File: config.mk
export PLATFORM = sky130hd
export DESIGN_NAME = seq_divider
export DESIGN_NICKNAME = d
export VERILOG_FILES = /design/src/rtl/seq_divider_pkg.sv /design/src/rtl/seq_divider_div_step.sv /design/src/rtl/seq_divider.sv
export SDC_FILE = /design/constraint.sdc
export NUM_CORES = 1
export LEC_CHECK = 0
export CAP_MARGIN = 10
export CORE_MARGIN = 3
export CORE_UTILIZATION = 25
export CTS_BUF_LIST = sky130_fd_sc_hd__clkbuf_4
export DETAILED_ROUTE_END_ITERATION = 16
export PLACE_DENSITY = 0.52
export SYNTH_ARGS = -nofsm -noshare
export SYNTH_HDL_FRONTEND = slang
export SYNTH_SLANG_ARGS = --single-unit
export TNS_END_PERCENT = 10
File: constraint.sdc
create_clock -name clk -period 2 [get_ports clk]
set_input_delay 0.2 -clock clk [delete_from_list [all_inputs] [get_ports clk]]
set_output_delay 0.2 -clock clk [all_outputs]
set_load 0.02 [all_outputs]
File: src/rtl/seq_divider_pkg.sv
// Shared types and helpers for the sequential restoring divider.
package seq_divider_pkg;

  typedef enum logic [1:0] {IDLE, DIVIDE, DONE} div_state_t;

  // Iteration counter width; it only ever holds WIDTH-1 down to 0.
  function automatic int cnt_width(input int width);
    return $clog2(width);
  endfunction

endpackage

File: src/rtl/seq_divider_div_step.sv
// One restoring-division iteration: trial subtract of D from the shifted remainder.
module div_step #(
  parameter int WIDTH = 8
) (
  input  logic [WIDTH:0]   r_shift,
  input  logic [WIDTH-1:0] d,
  output logic [WIDTH-1:0] r_next,
  output logic             q_bit
);

  logic [WIDTH:0] trial;

  assign trial  = r_shift - {1'b0, d};
  assign q_bit  = ~trial[WIDTH];
  // When the trial fails r_shift < d, so its top bit is already zero.
  assign r_next = q_bit ? trial[WIDTH-1:0] : r_shift[WIDTH-1:0];

endmodule

File: src/rtl/seq_divider.sv
// Multi-cycle unsigned restoring divider, one quotient bit per clock.
// Define SEQ_DIVIDER_SIGNED_EN for two's-complement operands (C truncation).
module seq_divider
  import seq_divider_pkg::*;
#(
  parameter int WIDTH = 8
) (
  input  logic             clk,
  input  logic             reset,
  input  logic             start,
  input  logic [WIDTH-1:0] dividend,
  input  logic [WIDTH-1:0] divisor,
  output logic             busy,
  output logic             done,
  output logic [WIDTH-1:0] quotient,
  output logic [WIDTH-1:0] remainder,
  output logic             div_by_zero
);

  localparam int CW = cnt_width(WIDTH);

  div_state_t state, state_nxt;

  logic [WIDTH-1:0] q_reg;
  logic [WIDTH-1:0] d_reg;
  // R's top bit is always zero between steps, so only the low WIDTH bits are kept.
  logic [WIDTH-1:0] r_reg;
  logic [CW-1:0]    counter;

  logic             accept;
  logic             dz;
  logic [WIDTH-1:0] a_mag;
  logic [WIDTH-1:0] b_mag;
  logic [WIDTH:0]   r_shift;
  logic [WIDTH-1:0] r_next;
  logic [WIDTH-1:0] q_next;
  logic             q_bit;

`ifdef SEQ_DIVIDER_SIGNED_EN
  logic neg_q;
  logic neg_r;

  assign a_mag = dividend[WIDTH-1] ? -dividend : dividend;
  assign b_mag = divisor[WIDTH-1]  ? -divisor  : divisor;
`else
  assign a_mag = dividend;
  assign b_mag = divisor;
`endif

  assign dz      = (divisor == '0);
  assign accept  = start && (state == IDLE || state == DONE);
  assign r_shift = {r_reg, q_reg[WIDTH-1]};
  assign q_next  = {q_reg[WIDTH-2:0], q_bit};

  div_step #(.WIDTH(WIDTH)) u_div_step (
    .r_shift (r_shift),
    .d       (d_reg),
    .r_next  (r_next),
    .q_bit   (q_bit)
  );

  always_ff @(posedge clk or posedge reset) begin
    if (reset) state <= IDLE;
    else       state <= state_nxt;
  end

  always_comb begin
    state_nxt = state;
    busy      = 1'b0;
    done      = 1'b0;
    unique case (state)
      IDLE, DONE: if (start) state_nxt = dz ? DONE : DIVIDE;
      DIVIDE:     if (counter == '0) state_nxt = DONE;
      default:    state_nxt = IDLE;
    endcase
    busy = (state == DIVIDE);
    done = (state == DONE);
  end

  always_ff @(posedge clk or posedge reset) begin
    if (reset) begin
      q_reg       <= '0;
      d_reg       <= '0;
      r_reg       <= '0;
      counter     <= '0;
      quotient    <= '0;
      remainder   <= '0;
      div_by_zero <= 1'b0;
`ifdef SEQ_DIVIDER_SIGNED_EN
      neg_q       <= 1'b0;
      neg_r       <= 1'b0;
`endif
    end else if (accept) begin
      q_reg   <= a_mag;
      d_reg   <= b_mag;
      r_reg   <= '0;
      counter <= CW'(WIDTH - 1);
`ifdef SEQ_DIVIDER_SIGNED_EN
      neg_q   <= dividend[WIDTH-1] ^ divisor[WIDTH-1];
      neg_r   <= dividend[WIDTH-1];
`endif
      // Divide-by-zero enters DONE on this same edge, so results land now.
      if (dz) begin
        quotient    <= '1;
        remainder   <= dividend;
        div_by_zero <= 1'b1;
      end
    end else if (state == DIVIDE) begin
      q_reg <= q_next;
      r_reg <= r_next;
      if (counter != '0) begin
        counter <= counter - CW'(1);
      end else begin
`ifdef SEQ_DIVIDER_SIGNED_EN
        quotient  <= neg_q ? -q_next : q_next;
        remainder <= neg_r ? -r_next : r_next;
`else
        quotient  <= q_next;
        remainder <= r_next;
`endif
        div_by_zero <= 1'b0;
      end
    end
  end

endmodule

; ---- After elaboration in Yosys (flattened, before gate mapping)
; Index checks and enable logic that the tools add are counted.
[op_classes]
n_addsub = 2
n_eq_ne = 6
muxes = 24
n_bitwise = 1
n_reduce_logical = 12
[ops]
columns = cell, count
row1 = 8-bit two-way mux, 13
row2 = 3-bit two-way mux, 3
row3 = 9-bit by 8-bit subtractor with 9-bit output, 1
row4 = 8-bit zero test, 1
row5 = 2-bit two-way mux, 3
row6 = 1-bit two-way mux, 4
row7 = 2-bit by 1-bit != test with 1-bit output (second input constant), 2
row8 = 2-bit != test (second input constant), 2
row9 = 2-bit one-hot mux with 2 select lines, 1
row10 = 2-bit AND reduction, 2
row11 = 2-bit nonzero test, 2
row12 = 3-bit zero test, 1
row13 = 3-bit AND reduction, 1
row14 = 3-bit nonzero test, 1
row15 = 3-bit by 1-bit subtractor with 3-bit output (second input constant), 1
row16 = 2-bit by 1-bit equality test with 1-bit output (second input constant), 1
row17 = 2-bit equality test (second input constant), 1
row18 = 2-bit zero test, 1
row19 = 2-bit OR reduction, 1
row20 = 1-bit logical AND, 1
row21 = 1-bit logical OR, 1
row22 = 1-bit NOT, 1
[totals]
reg_bits = 46
in_bits = 19
output_inout_bits = 19
word_cells = 53

; ---- Longest topological paths before layout
[logic_depth]
ltp_word = 5
depth_mapped = 11
depth_no_buf = 10

; ---- Hierarchy
; From an unflattened synthesis, not the netlist that was laid out.
[hier_totals]
cells_unflattened = 227
hier_area_um2 = 2413.6
[modules_own_cells]
columns = module, instances, cells_each, area_each_um2, seq_area_each_um2
row1 = seq_divider, 1, 169, 1928.1, 1151.1
row2 = div_step, 1, 58, 485.5, 0.0

; ---- Worst setup path before layout
; Ideal clock, no wire load.
[synth_timing]
path_kind = register to register
startpoint = register q_reg[7]
endpoint = register r_reg[1]
setup_time_ps = 149
arrival_time_ps = 2108
required_time_ps = 1851
path_slack_ps = -258
path_stages_with_launch = 12
n_path_buf = 1
period_less_slack_ps = 2258
cell_sequence = dfrtp_1 > inv_1 > ha_1 > inv_1 > fa_1 > a211oi_2 > or3_1 > a41oi_2 > nand2_2 > buf_6 > mux2i_1 > a21oi_1
[synth_between]
elab_chain_len = 4
[synth_rtl]
columns = item, line
row1 = start: declaration, seq_divider.sv:24  ; logic [WIDTH-1:0] q_reg;
row2 = start signal: assignment, seq_divider.sv:94  ; q_reg <= a_mag;
row3 = start signal: assignment, seq_divider.sv:109  ; q_reg <= q_next;
row4 = 9-bit by 8-bit subtractor with 9-bit output, seq_divider_div_step.sv:13  ; assign trial = r_shift - {1'b0, d};
row5 = 8-bit two-way mux, seq_divider_div_step.sv:16  ; assign r_next = q_bit ? trial[WIDTH-1:0] : r_shift[WIDTH-1:0];
row6 = 8-bit two-way mux, seq_divider.sv:108  ; end else if (state == DIVIDE) begin
row7 = 8-bit two-way mux, seq_divider.sv:93  ; end else if (accept) begin
row8 = end signal: assignment, seq_divider.sv:110  ; r_reg <= r_next;
row9 = end: declaration, seq_divider.sv:27  ; logic [WIDTH-1:0] r_reg;
; No other way between the ends. The select of a mux whose other input is x is not followed.
; A chain may end at the register's enable or synchronous reset.

; ---- Worst setup path in the final report
[layout_timing]
startpoint = register q_reg[7]
endpoint = register remainder[4]
[layout_between]
elab_chain_len = 5
[layout_rtl]
columns = item, line
row1 = 9-bit by 8-bit subtractor with 9-bit output, seq_divider_div_step.sv:13
row2 = 8-bit two-way mux, seq_divider_div_step.sv:16
row3 = 8-bit two-way mux, seq_divider.sv:111  ; if (counter != '0) begin
row4 = 8-bit two-way mux, seq_divider.sv:108
row5 = 8-bit two-way mux, seq_divider.sv:93
row6 = end signal: assignment, seq_divider.sv:105  ; remainder <= dividend;
row7 = end signal: assignment, seq_divider.sv:119  ; remainder <= r_next;
row8 = end: declaration, seq_divider.sv:16  ; output logic [WIDTH-1:0] remainder,
; No other way between the ends. The select of a mux whose other input is x is not followed.

==> reports/results.ini <==
[outcome]
outcome = finished, violations left
violations = negative setup slack

[synth]
synth_area_um2 = 2420
ys_ff_latch = 46
yosysSeqAreaShare_pct = 47.6
ys_async_sr_fraction_pct = 100
synth_cell_types = 45
ys.flop_type = dfrtp_1
syn_avg_cell_area_um2 = 9.19
synth_edf_count = 0
synth_nets = 293
synth_cells = 263
yosys_warnings = 0

[cts]
cts_hold_buf = 0
numCtsBuffers = 5
h-tree-depth = 2
cts_root_buf = clkbuf_4
cts_tree = yes
clock_path_buffers = 2
cts.sinks = 46
worst_skew_pair.late_latency_ns = 0.37
cts.clk_slew.worst_paths_ns = 0.16

[timing]
setup_ws_ns = -0.298
fmax_ghz = 0.435
hold_viol = 0
setup_violations = 18
fin_tns_setup_ns = -4.44
rsz0062_at_grt = yes
finalCriticalPeriod_ns = 2.30
report.final.slew_viol_count = 0
tightest_slew_ns = 0.539
clock-skew-final_ns = 0.0220
layout_worst_path_cycle_share_pct = 115
slew_headroom_pct = 64.0

[global_route]
grt-ovfl-total = 0
grt_pass1_wl_um = 11600
grt_max_degree = 25
antenna_found_initial = 0
first_global_vias = 2323
track_usage_pct = 13.0

[routing]
final_antenna_net_count = 0
routed_wl_um = 6840
drtIter0Drc = 93
remaining_drc_errors = 0
wl_per_cell_um = 14.0
first_pass_iters = 5
via_count = 2239
via_per_inst = 4.59

[finish]
final_cell_area_um2 = 3490
antenna_cells = 0
layout-drive-gt1-share_pct = 25.9
area_growth_pct = 44.6
nets = 388
most-common-layout-cells = buf_4, nand2_1, dfrtp_1, clkdlybuf4s50_1, o21ai_0
register_area_um2 = 1150
layout_commonest_cell = buf_4
multi_input_area_um2 = 1200
fin_util_pct = 37.5
fill_cells = 969

[die]
pin_count = 38
start_util_pct = 25.9
dieArea_um2 = 10900
design.core.area_um2 = 9330
die_x_um = 104
fp.dieH_um = 104
row_count = 35

[placement]
io_buffer_count = 37
preCtsSetupSlack_ns = -0.399
dpl_cell_area_um2 = 3360
gp_congestion = 0.811
post-dp-hpwl_um = 5110

[power]
p_total_w = 0.00692
ir_drop_v = 0.000690
power.leakage_nw = 1.58
p_per_area_nw_per_um2 = 1980

[critical_path]
critical_path.top_delay_family = compound AO/OA/AOI/OAI gates
startpoint_type = register
cp_cell_sequence = inv_2 -> ha_2 -> inv_1 -> fa_2 -> a211oi_2 -> nor4_1 -> a41oi_2 -> nand2_4 -> buf_4 -> mux2i_2 -> a21oi_1
reg2reg_depth = 11
critPathSlowestCell = dfrtp_1
reg2reg_slack_ns = -0.30
worstReg2RegStart = q_reg[7]
crit_arrival_ns = 2.55
rr_endpoint = remainder[4]
crit_fanout = 9
critPathKind = reg2reg
cpPeakStageDelay_ns = 0.40
end_kind = register
crit_required_ns = 2.26
path_buf_inv = 3

[min_path]
hp-class = in2async

[flow_run]
drv_cap = 0

-- cells in the mapped netlist, drive strengths merged (2+ instances only) --
cell type,instances,area [µm²]
nand2,49,186
dfrtp,46,1150
o21ai,34,170
a21oi,19,103
inv,18,67.6
ha,10,125
nor2,10,37.5
clkbuf,7,26.3
or3,6,37.5
a22oi,5,37.5
mux2i,5,50.1
nor3,5,30.0
nand2b,4,25.0
nand3,4,20.0
and3,3,20.0
buf,3,20.0
o31ai,3,22.5
xor2,3,26.3
a211o,2,17.5
a21o,2,15.0
a221o,2,20.0
a31oi,2,12.5
nor2b,2,12.5
o211ai,2,15.0
o21a,2,15.0
or4,2,15.0
xnor2,2,17.5
-- power by group --
part           switching, W  internal [W]  total (W)
Sequential         0.000293       0.00140    0.00169
Combinational       0.00232       0.00245    0.00477
Clock              0.000326      0.000137   0.000463
Total               0.00294       0.00398    0.00692
-- worst register-to-register path, cell delays in order (launching register included) --
cell and delay, ns:
dfrtp_1 0.40, inv_2 0.06, ha_2 0.17, inv_1 0.05, fa_2 0.34, a211oi_2 0.23
nor4_1 0.11, a41oi_2 0.25, nand2_4 0.14, buf_4 0.16, mux2i_2 0.20, a21oi_1 0.10
-- metal layers --
metal / vias up / GRT usage (%) / routed length, µm
li1: 1109 / - / -
met4: 0 / 2.85 / 60
met2: 30 / 22.4 / 3340
met3: 5 / 2.36 / 238
met5: - / 0 / 0
met1: 1095 / 17.0 / 3200
-- worst max path at each step --
stage	startpoint	endpoint	cells after the start
after floorplan	q_reg[7]	r_reg[1]	11
after global placement	q_reg[7]	remainder[7]	10
after detailed placement	q_reg[7]	remainder[7]	10
after CTS	q_reg[7]	remainder[3]	11
after global routing	q_reg[7]	r_reg[4]	11
final	q_reg[7]	remainder[4]	11
-- cell families after synthesis --
kind of cell,Yosys count,synth area share (%)
AO/OA/AOI/OAI,78,20.0
XOR/XNOR,5,1.81
adder cells (fa/ha/maj),11,6.00
buffers and inverters,28,4.71
flip-flops,46,47.6
multiplexers,6,2.69
AND/OR/NAND/NOR,89,17.1
-- final cells by class --
cell class / instances / area share (%)
multi-input cells: 189 / 34.4
flip-flops and latches: 46 / 32.9
repair buffers: 98 / 24.4
well taps: 129 / 4.62
inverters: 18 / 1.93
clock buffers: 5 / 1.07
clock inverters: 3 / 0.609
-- stage by stage --
| step | cells | hold slack [ns] |
|---|---|---|
| 3_3_place_gp | 476 | 0.462 |
| 4_1_cts | 488 | 0.181 |
| 3_5_place_dp | 476 | 0.487 |
| 5_1_grt | 488 | 0.204 |
| 2_1_floorplan | 263 | 0.305 |
| 6_report | 488 | 0.161 |
-- what timing repair did --
item / 4_1_cts / 5_1_grt
setup buffers: 4 / 0
pin swaps: 4 / 0
setup endpoints to repair: 19 / 18
gates resized for setup: 9 / 4
Power figures use the tool's default switching activity.
